[src/rtl/simple_fifo_ex.sv]
// Single-clock synchronous FIFO with selectable show-ahead read, programmable
// almost-full/almost-empty thresholds, sticky error flags and a synchronous flush.
module simple_fifo_ex #(
  parameter int WIDTH    = 64,
  parameter int DEPTH    = 8,
  parameter int FWFT     = 0,
  parameter int AF_LEVEL = DEPTH - 1,
  parameter int AE_LEVEL = 1,
  localparam int CW      = $clog2(DEPTH + 1)
) (
  input  logic             clk,
  input  logic             reset,
  input  logic             clr,
  input  logic             we,
  input  logic [WIDTH-1:0] din,
  input  logic             re,
  output logic [WIDTH-1:0] dout,
  output logic             empty,
  output logic             full,
  output logic             almost_empty,
  output logic             almost_full,
  output logic             overflow,
  output logic             underflow,
  output logic [CW-1:0]    count
);

  localparam int PW = $clog2(DEPTH);

  if (WIDTH < 1 || DEPTH < 2 || (FWFT != 0 && FWFT != 1) ||
      AF_LEVEL < 1 || AF_LEVEL > DEPTH || AE_LEVEL < 0 || AE_LEVEL > DEPTH - 1) begin : g_bad_param
    $error("simple_fifo_ex: illegal parameter combination");
  end

  logic [WIDTH-1:0] mem [DEPTH];
  logic [PW-1:0]    wr_ptr;
  logic [PW-1:0]    rd_ptr;
  logic             rd_ok;
  logic             wr_ok;

  // Request semantics: we/re are one-cycle requests sampled at the rising edge.
  // A read is accepted whenever the FIFO holds data; a write is accepted when
  // there is space or when an accepted read in the same cycle frees a slot.
  // Rejected requests only raise the sticky error flags; clr overrides both.
  assign rd_ok = re && (count != '0);
  assign wr_ok = we && ((count != CW'(DEPTH)) || rd_ok);

  function automatic logic [PW-1:0] ptr_inc(input logic [PW-1:0] p);
    return (p == PW'(DEPTH - 1)) ? '0 : p + 1'b1;
  endfunction

  always_ff @(posedge clk or negedge reset) begin
    if (!reset) begin
      wr_ptr    <= '0;
      rd_ptr    <= '0;
      count     <= '0;
      overflow  <= 1'b0;
      underflow <= 1'b0;
    end else if (clr) begin
      wr_ptr    <= '0;
      rd_ptr    <= '0;
      count     <= '0;
      overflow  <= 1'b0;
      underflow <= 1'b0;
    end else begin
      if (wr_ok) wr_ptr <= ptr_inc(wr_ptr);
      if (rd_ok) rd_ptr <= ptr_inc(rd_ptr);
      case ({wr_ok, rd_ok})
        2'b10:   count <= count + 1'b1;
        2'b01:   count <= count - 1'b1;
        default: count <= count;
      endcase
      if (we && !wr_ok)         overflow  <= 1'b1;
      if (re && (count == '0))  underflow <= 1'b1;
    end
  end

  // Storage is deliberately not reset; a flushed or reset FIFO simply ignores it.
  always_ff @(posedge clk) begin
    if (reset && !clr && wr_ok) mem[wr_ptr] <= din;
  end

  if (FWFT != 0) begin : g_fwft
    assign dout = mem[rd_ptr];
  end else begin : g_std
    always_ff @(posedge clk or negedge reset) begin
      if (!reset)             dout <= '0;
      else if (rd_ok && !clr) dout <= mem[rd_ptr];
    end
  end

  assign empty        = (count == '0);
  assign full         = (count == CW'(DEPTH));
  assign almost_empty = (count <= CW'(AE_LEVEL));
  assign almost_full  = (count >= CW'(AF_LEVEL));

endmodule

[config.mk]
export PLATFORM = sky130hd
export DESIGN_NAME = simple_fifo_ex
export DESIGN_NICKNAME = d
export VERILOG_FILES = /design/src/rtl/simple_fifo_ex.sv
export SDC_FILE = /design/constraint.sdc
export NUM_CORES = 1
export LEC_CHECK = 0
export BUFFER_PORTS_ARGS = -buffer_cell sky130_fd_sc_hd__buf_4
export CORE_MARGIN = 2
export CORE_UTILIZATION = 43
export CTS_CLUSTER_DIAMETER = 120
export DETAILED_ROUTE_END_ITERATION = 8
export GPL_ROUTABILITY_DRIVEN = 1
export MAX_ROUTING_LAYER = met4
export SYNTH_ARGS = -nofsm -noshare
export SYNTH_HDL_FRONTEND = slang
export SYNTH_SLANG_ARGS = --single-unit
[constraint.sdc]
create_clock -name clk -period 11.7 [get_ports clk]
set_input_delay 2.34 -clock clk [delete_from_list [all_inputs] [get_ports clk]]
set_output_delay 2.34 -clock clk [all_outputs]
set_load 0.005 [all_outputs]
==> impl_metrics.py <==
metrics = {
    "job": {
        "cap_violations": 0,
    },
    "route": {
        "drt-initial-drc-count": 618,
        "remaining_drc_errors": 0,
        "avgRoutedWirePerCell_um": 22.1,
        "route.final.wire_length_mm": 43.0,
        "detailedRoute.firstPassIterationCount": 4,
        "vias": 10200,
        "ant_nets": 0,
        "vias_per_cell": 5.25,
    },
    "cts": {
        "cts.repair_timing.setup_buffer_count": 0,
        "root_buffer": "sky130_fd_sc_hd__clkbuf_16",
        "clk-insertion-delay-late_ns": 0.60,
        "htree_levels": 2,
        "hold_buffers": 0,
        "clock_transition_time_at_the_flip_flop_clock_pins_of_the_worst_setup_and_hold_paths_ns": 0.06,
        "cts.sink_count": 588,
        "cts_max_path_buffers": 3,
        "tritoncts_clock_tree": "yes",
        "post_cts_resized": 0,
        "clock_buffer_count_from_cts": 59,
    },
    "floorplan": {
        "design.die.area_mm2": 0.0535,
        "row_count": 83,
        "floorplan.initialDensity_pct": 43.4,
        "io_pins": 143,
        "fp.dieH_um": 231,
        "core_area_mm2": 0.0512,
        "floorplan.die.width_um": 231,
    },
    "place": {
        "gpl.final_weighted_congestion": 0.728,
        "dp_hpwl_mm": 23.4,
        "dpl_cell_area_mm2": 0.0240,
        "place_inst": 1832,
        "placement.io_buffers": 142,
    },
    "setup_path": {
        "timing.critical_path.required_ns": 11.92,
        "worst_ep_arrival_ns": 4.77,
        "cp.depth": 6,
        "worstRegToRegCells": 7,
        "critical-path-slowest-cell": "sky130_fd_sc_hd__nor2_4",
        "critical_path.startpoint_type": "input port",
        "cpPeakStageDelay_ns": 0.81,
        "worst-setup-path-type": "input port to flop",
        "cell_by_cell_listing_of_the_critical_path": "buf_4, inv_1, a21bo_2, nand3b_1, nor2_4, buf_4",
        "cp_common_cell": "sky130_fd_sc_hd__buf_4",
        "cp_num_buf_inv": 3,
        "critical_path.max_fanout": 41,
        "worstSetupEndpointType": "flop",
        "worst_path_dominant_cell_family": "simple AND/OR/NAND/NOR gates",
    },
    "run_status": {
        "status": "finished, final reports clean",
    },
    "pwr": {
        "power.static_leakage_nw": 8.55,
        "p_total_mw": 5.33,
        "power_per_cell_area_mw_per_mm2": 205,
        "vdd.ir_drop.worst_mv": 0.110,
    },
    "global_route": {
        "gr-total-overflow": 0,
        "grt_pass1_wl_mm": 65.7,
        "grt_start_max_net_pins": 68,
        "first_global_vias": 10773,
        "grt.total_usage_pct": 17.0,
        "antenna_violations_before_repair": 2,
    },
    "logic_synthesis": {
        "synth-edff-count": 512,
        "synth_fa_ha_area_share_pct": 0.450,
        "yosys.area_share.simple_pct": 2.26,
        "ys.warnings.count": 0,
        "synth_compound_gate_area_share_pct": 1.90,
        "synth.yosys.seq_area_share_pct": 77.7,
        "syn_area_per_cell_um2": 21.2,
        "dominantRegCellSynth": "sky130_fd_sc_hd__edfxtp_1",
        "synthXorXnorAreaFrac_pct": 0.0788,
        "yosys-mux-area-fraction_pct": 16.1,
        "postSynth.asyncResetShare_pct": 12.9,
        "synthesis.instances": 1048,
        "yosys_reg_bits": 588,
        "yosys.cell_types.count": 44,
        "syn_area_mm2": 0.0222,
        "synth_top_family_by_area": "multiplexers",
        "synth.net_count": 1125,
    },
    "finish": {
        "num-nets-final": 1290,
        "fill_cells": 4095,
        "area_growth_pct": 16.8,
        "drive_above_1_share_pct": 30.8,
        "final_non_filler_cell_area_mm2": 0.0260,
        "finish.cell_count_without_fillers": 1943,
    },
    "sta": {
        "timing.final.crit_share_pct": 38.9,
        "timing_max_transition_violations_final": 0,
        "finalCriticalPeriod_ns": 4.55,
        "fin_skew_ns": 0.0217,
        "finalSetupTns_ns": 0,
        "slew_limit_headroom_pct": 25.2,
        "hold_violations": 0,
        "finalSetupViolCount": 0,
        "grt_setup_unrepaired": "false",
        "clock.fmax_mhz": 220,
        "worstMarginPinSlew_ns": 1.12,
    },
    "worst_hold_path": {
        "timing.hold.worst_path_depth": 2,
        "min-delay-path-class": "flop to flop",
    },
}
[cell usage after synthesis (2+ instances only)]
cell                         n  area [um2]
sky130_fd_sc_hd__nor2_1     15        56.3
sky130_fd_sc_hd__nand2_1    71         267
sky130_fd_sc_hd__buf_6       4        45.0
sky130_fd_sc_hd__nand3b_1    2        15.0
sky130_fd_sc_hd__or3_1       3        18.8
sky130_fd_sc_hd__o21ai_1    64         320
sky130_fd_sc_hd__o21ai_0     2        10.0
sky130_fd_sc_hd__mux2i_1    67         671
sky130_fd_sc_hd__clkbuf_2    2        10.0
sky130_fd_sc_hd__dfrtp_1    76        1900
sky130_fd_sc_hd__nand3_1     6        30.0
sky130_fd_sc_hd__buf_2      15        75.1
sky130_fd_sc_hd__nor3_1      4        20.0
sky130_fd_sc_hd__ha_1        8         100
sky130_fd_sc_hd__inv_1       5        18.8
sky130_fd_sc_hd__buf_4      12        90.1
sky130_fd_sc_hd__buf_1       5        18.8
sky130_fd_sc_hd__a21oi_1     7        35.0
sky130_fd_sc_hd__mux4_2    128        2880
sky130_fd_sc_hd__clkbuf_1   16        60.1
sky130_fd_sc_hd__nand2b_1    2        12.5
sky130_fd_sc_hd__edfxtp_1  512       15400
[worst paths after layout]
check	startpoint	end	slack, ns
worst max-delay path	re	mem[7][30]$_DFFE_PP_	7.15
worst min-delay path	dout[36]$_DFFE_PN0P_	dout[36]$_DFFE_PN0P_	0.49
worst max register to register	count[0]$_DFFE_PN0P_	mem[7][30]$_DFFE_PP_	8.05
worst min register to register	dout[36]$_DFFE_PN0P_	dout[36]$_DFFE_PN0P_	0.49
max in group asynchronous	reset	dout[13]$_DFFE_PN0P_	8.86
min in group asynchronous	reset	count[0]$_DFFE_PN0P_	1.68
[where the power goes]
part	switching [mW]	internal, mW
clock	0.757	1.09
combinational	0.408	0.514
sequential	0.140	2.42
total	1.31	4.03
[kinds of logic (layout without fill, tap and decap cells)]
kind of cell	after synthesis	count (layout)
DFF	588	588
muxes	197	197
and+or+nand+nor	113	113
AOI/OAI and AO/OA	80	80
buffers and inverters	60	272
adders and majority gates	8	8
xor gates and xnor gates	2	2
other	0	3
[metal layers]
| layer | global-route usage (%) | vias up | part of all wire [%] | routed length [um] |
|---|---|---|---|---|
| met4 | 4.17 | 0 | 1.7 | 724 |
| li1 | - | 4590 | - | - |
| met1 | 22.6 | 5326 | 44 | 18700 |
| met5 | - | - | 0 | 0 |
| met3 | 3.57 | 61 | 5.5 | 2360 |
| met2 | 26.9 | 223 | 49 | 21200 |
[worst min-delay path, cell delays in order, from the launching register on]
cell and delay [ns]:
sky130_fd_sc_hd__dfrtp_1 0.34, sky130_fd_sc_hd__nand2_1 0.05, sky130_fd_sc_hd__o21ai_1 0.06
[cells in the final DEF (no fill, tap or decap), drive strengths merged, types with 2 or more instances in the layout]
cell	instances
a21oi	7
buf	158
bufinv	8
clkbuf	67
clkinv	29
clkinvlp	4
dfrtp	76
diode	3
edfxtp	512
ha	8
inv	6
mux2	2
mux2i	67
mux4	128
nand2	71
nand2b	3
nand3	6
nand3b	2
nor2	15
nor3	4
o21ai	66
or3	3
or3b	3
[area by class of cell]
type	count	area [um2]	share of cell area [%]
Timing Repair Buffer	158	1190	4.57
Tap cell	680	851	3.28
Multi-Input combinational cell	400	4690	18.1
Clock buffer	67	1510	5.80
Clock inverter	41	399	1.54
Inverter	6	27.5	0.106
Antenna cell	3	7.51	0.0289
Sequential cell	588	17300	66.6
[stage by stage]
step / hold WS [ns] / worst slack, ns / util [%]
3_3_place_gp: 0.471 / 6.54 / 47.0
4_1_cts: 0.492 / 7.15 / 50.7
2_1_floorplan: 0.477 / 3.62 / -
5_1_grt: 0.511 / 7.00 / 50.7
3_5_place_dp: 0.478 / 6.51 / 47.0
6_report: 0.486 / 7.15 / 50.7
[registers in the layout, indices dropped and copies added (netlist names)]
| name | flops |
|---|---|
| rd_ptr | 3 |
| wr_ptr | 3 |
| underflow | 1 |
| mem | 512 |
| overflow | 1 |
| count | 4 |
| dout | 64 |
(Power assumes the default switching activity.)
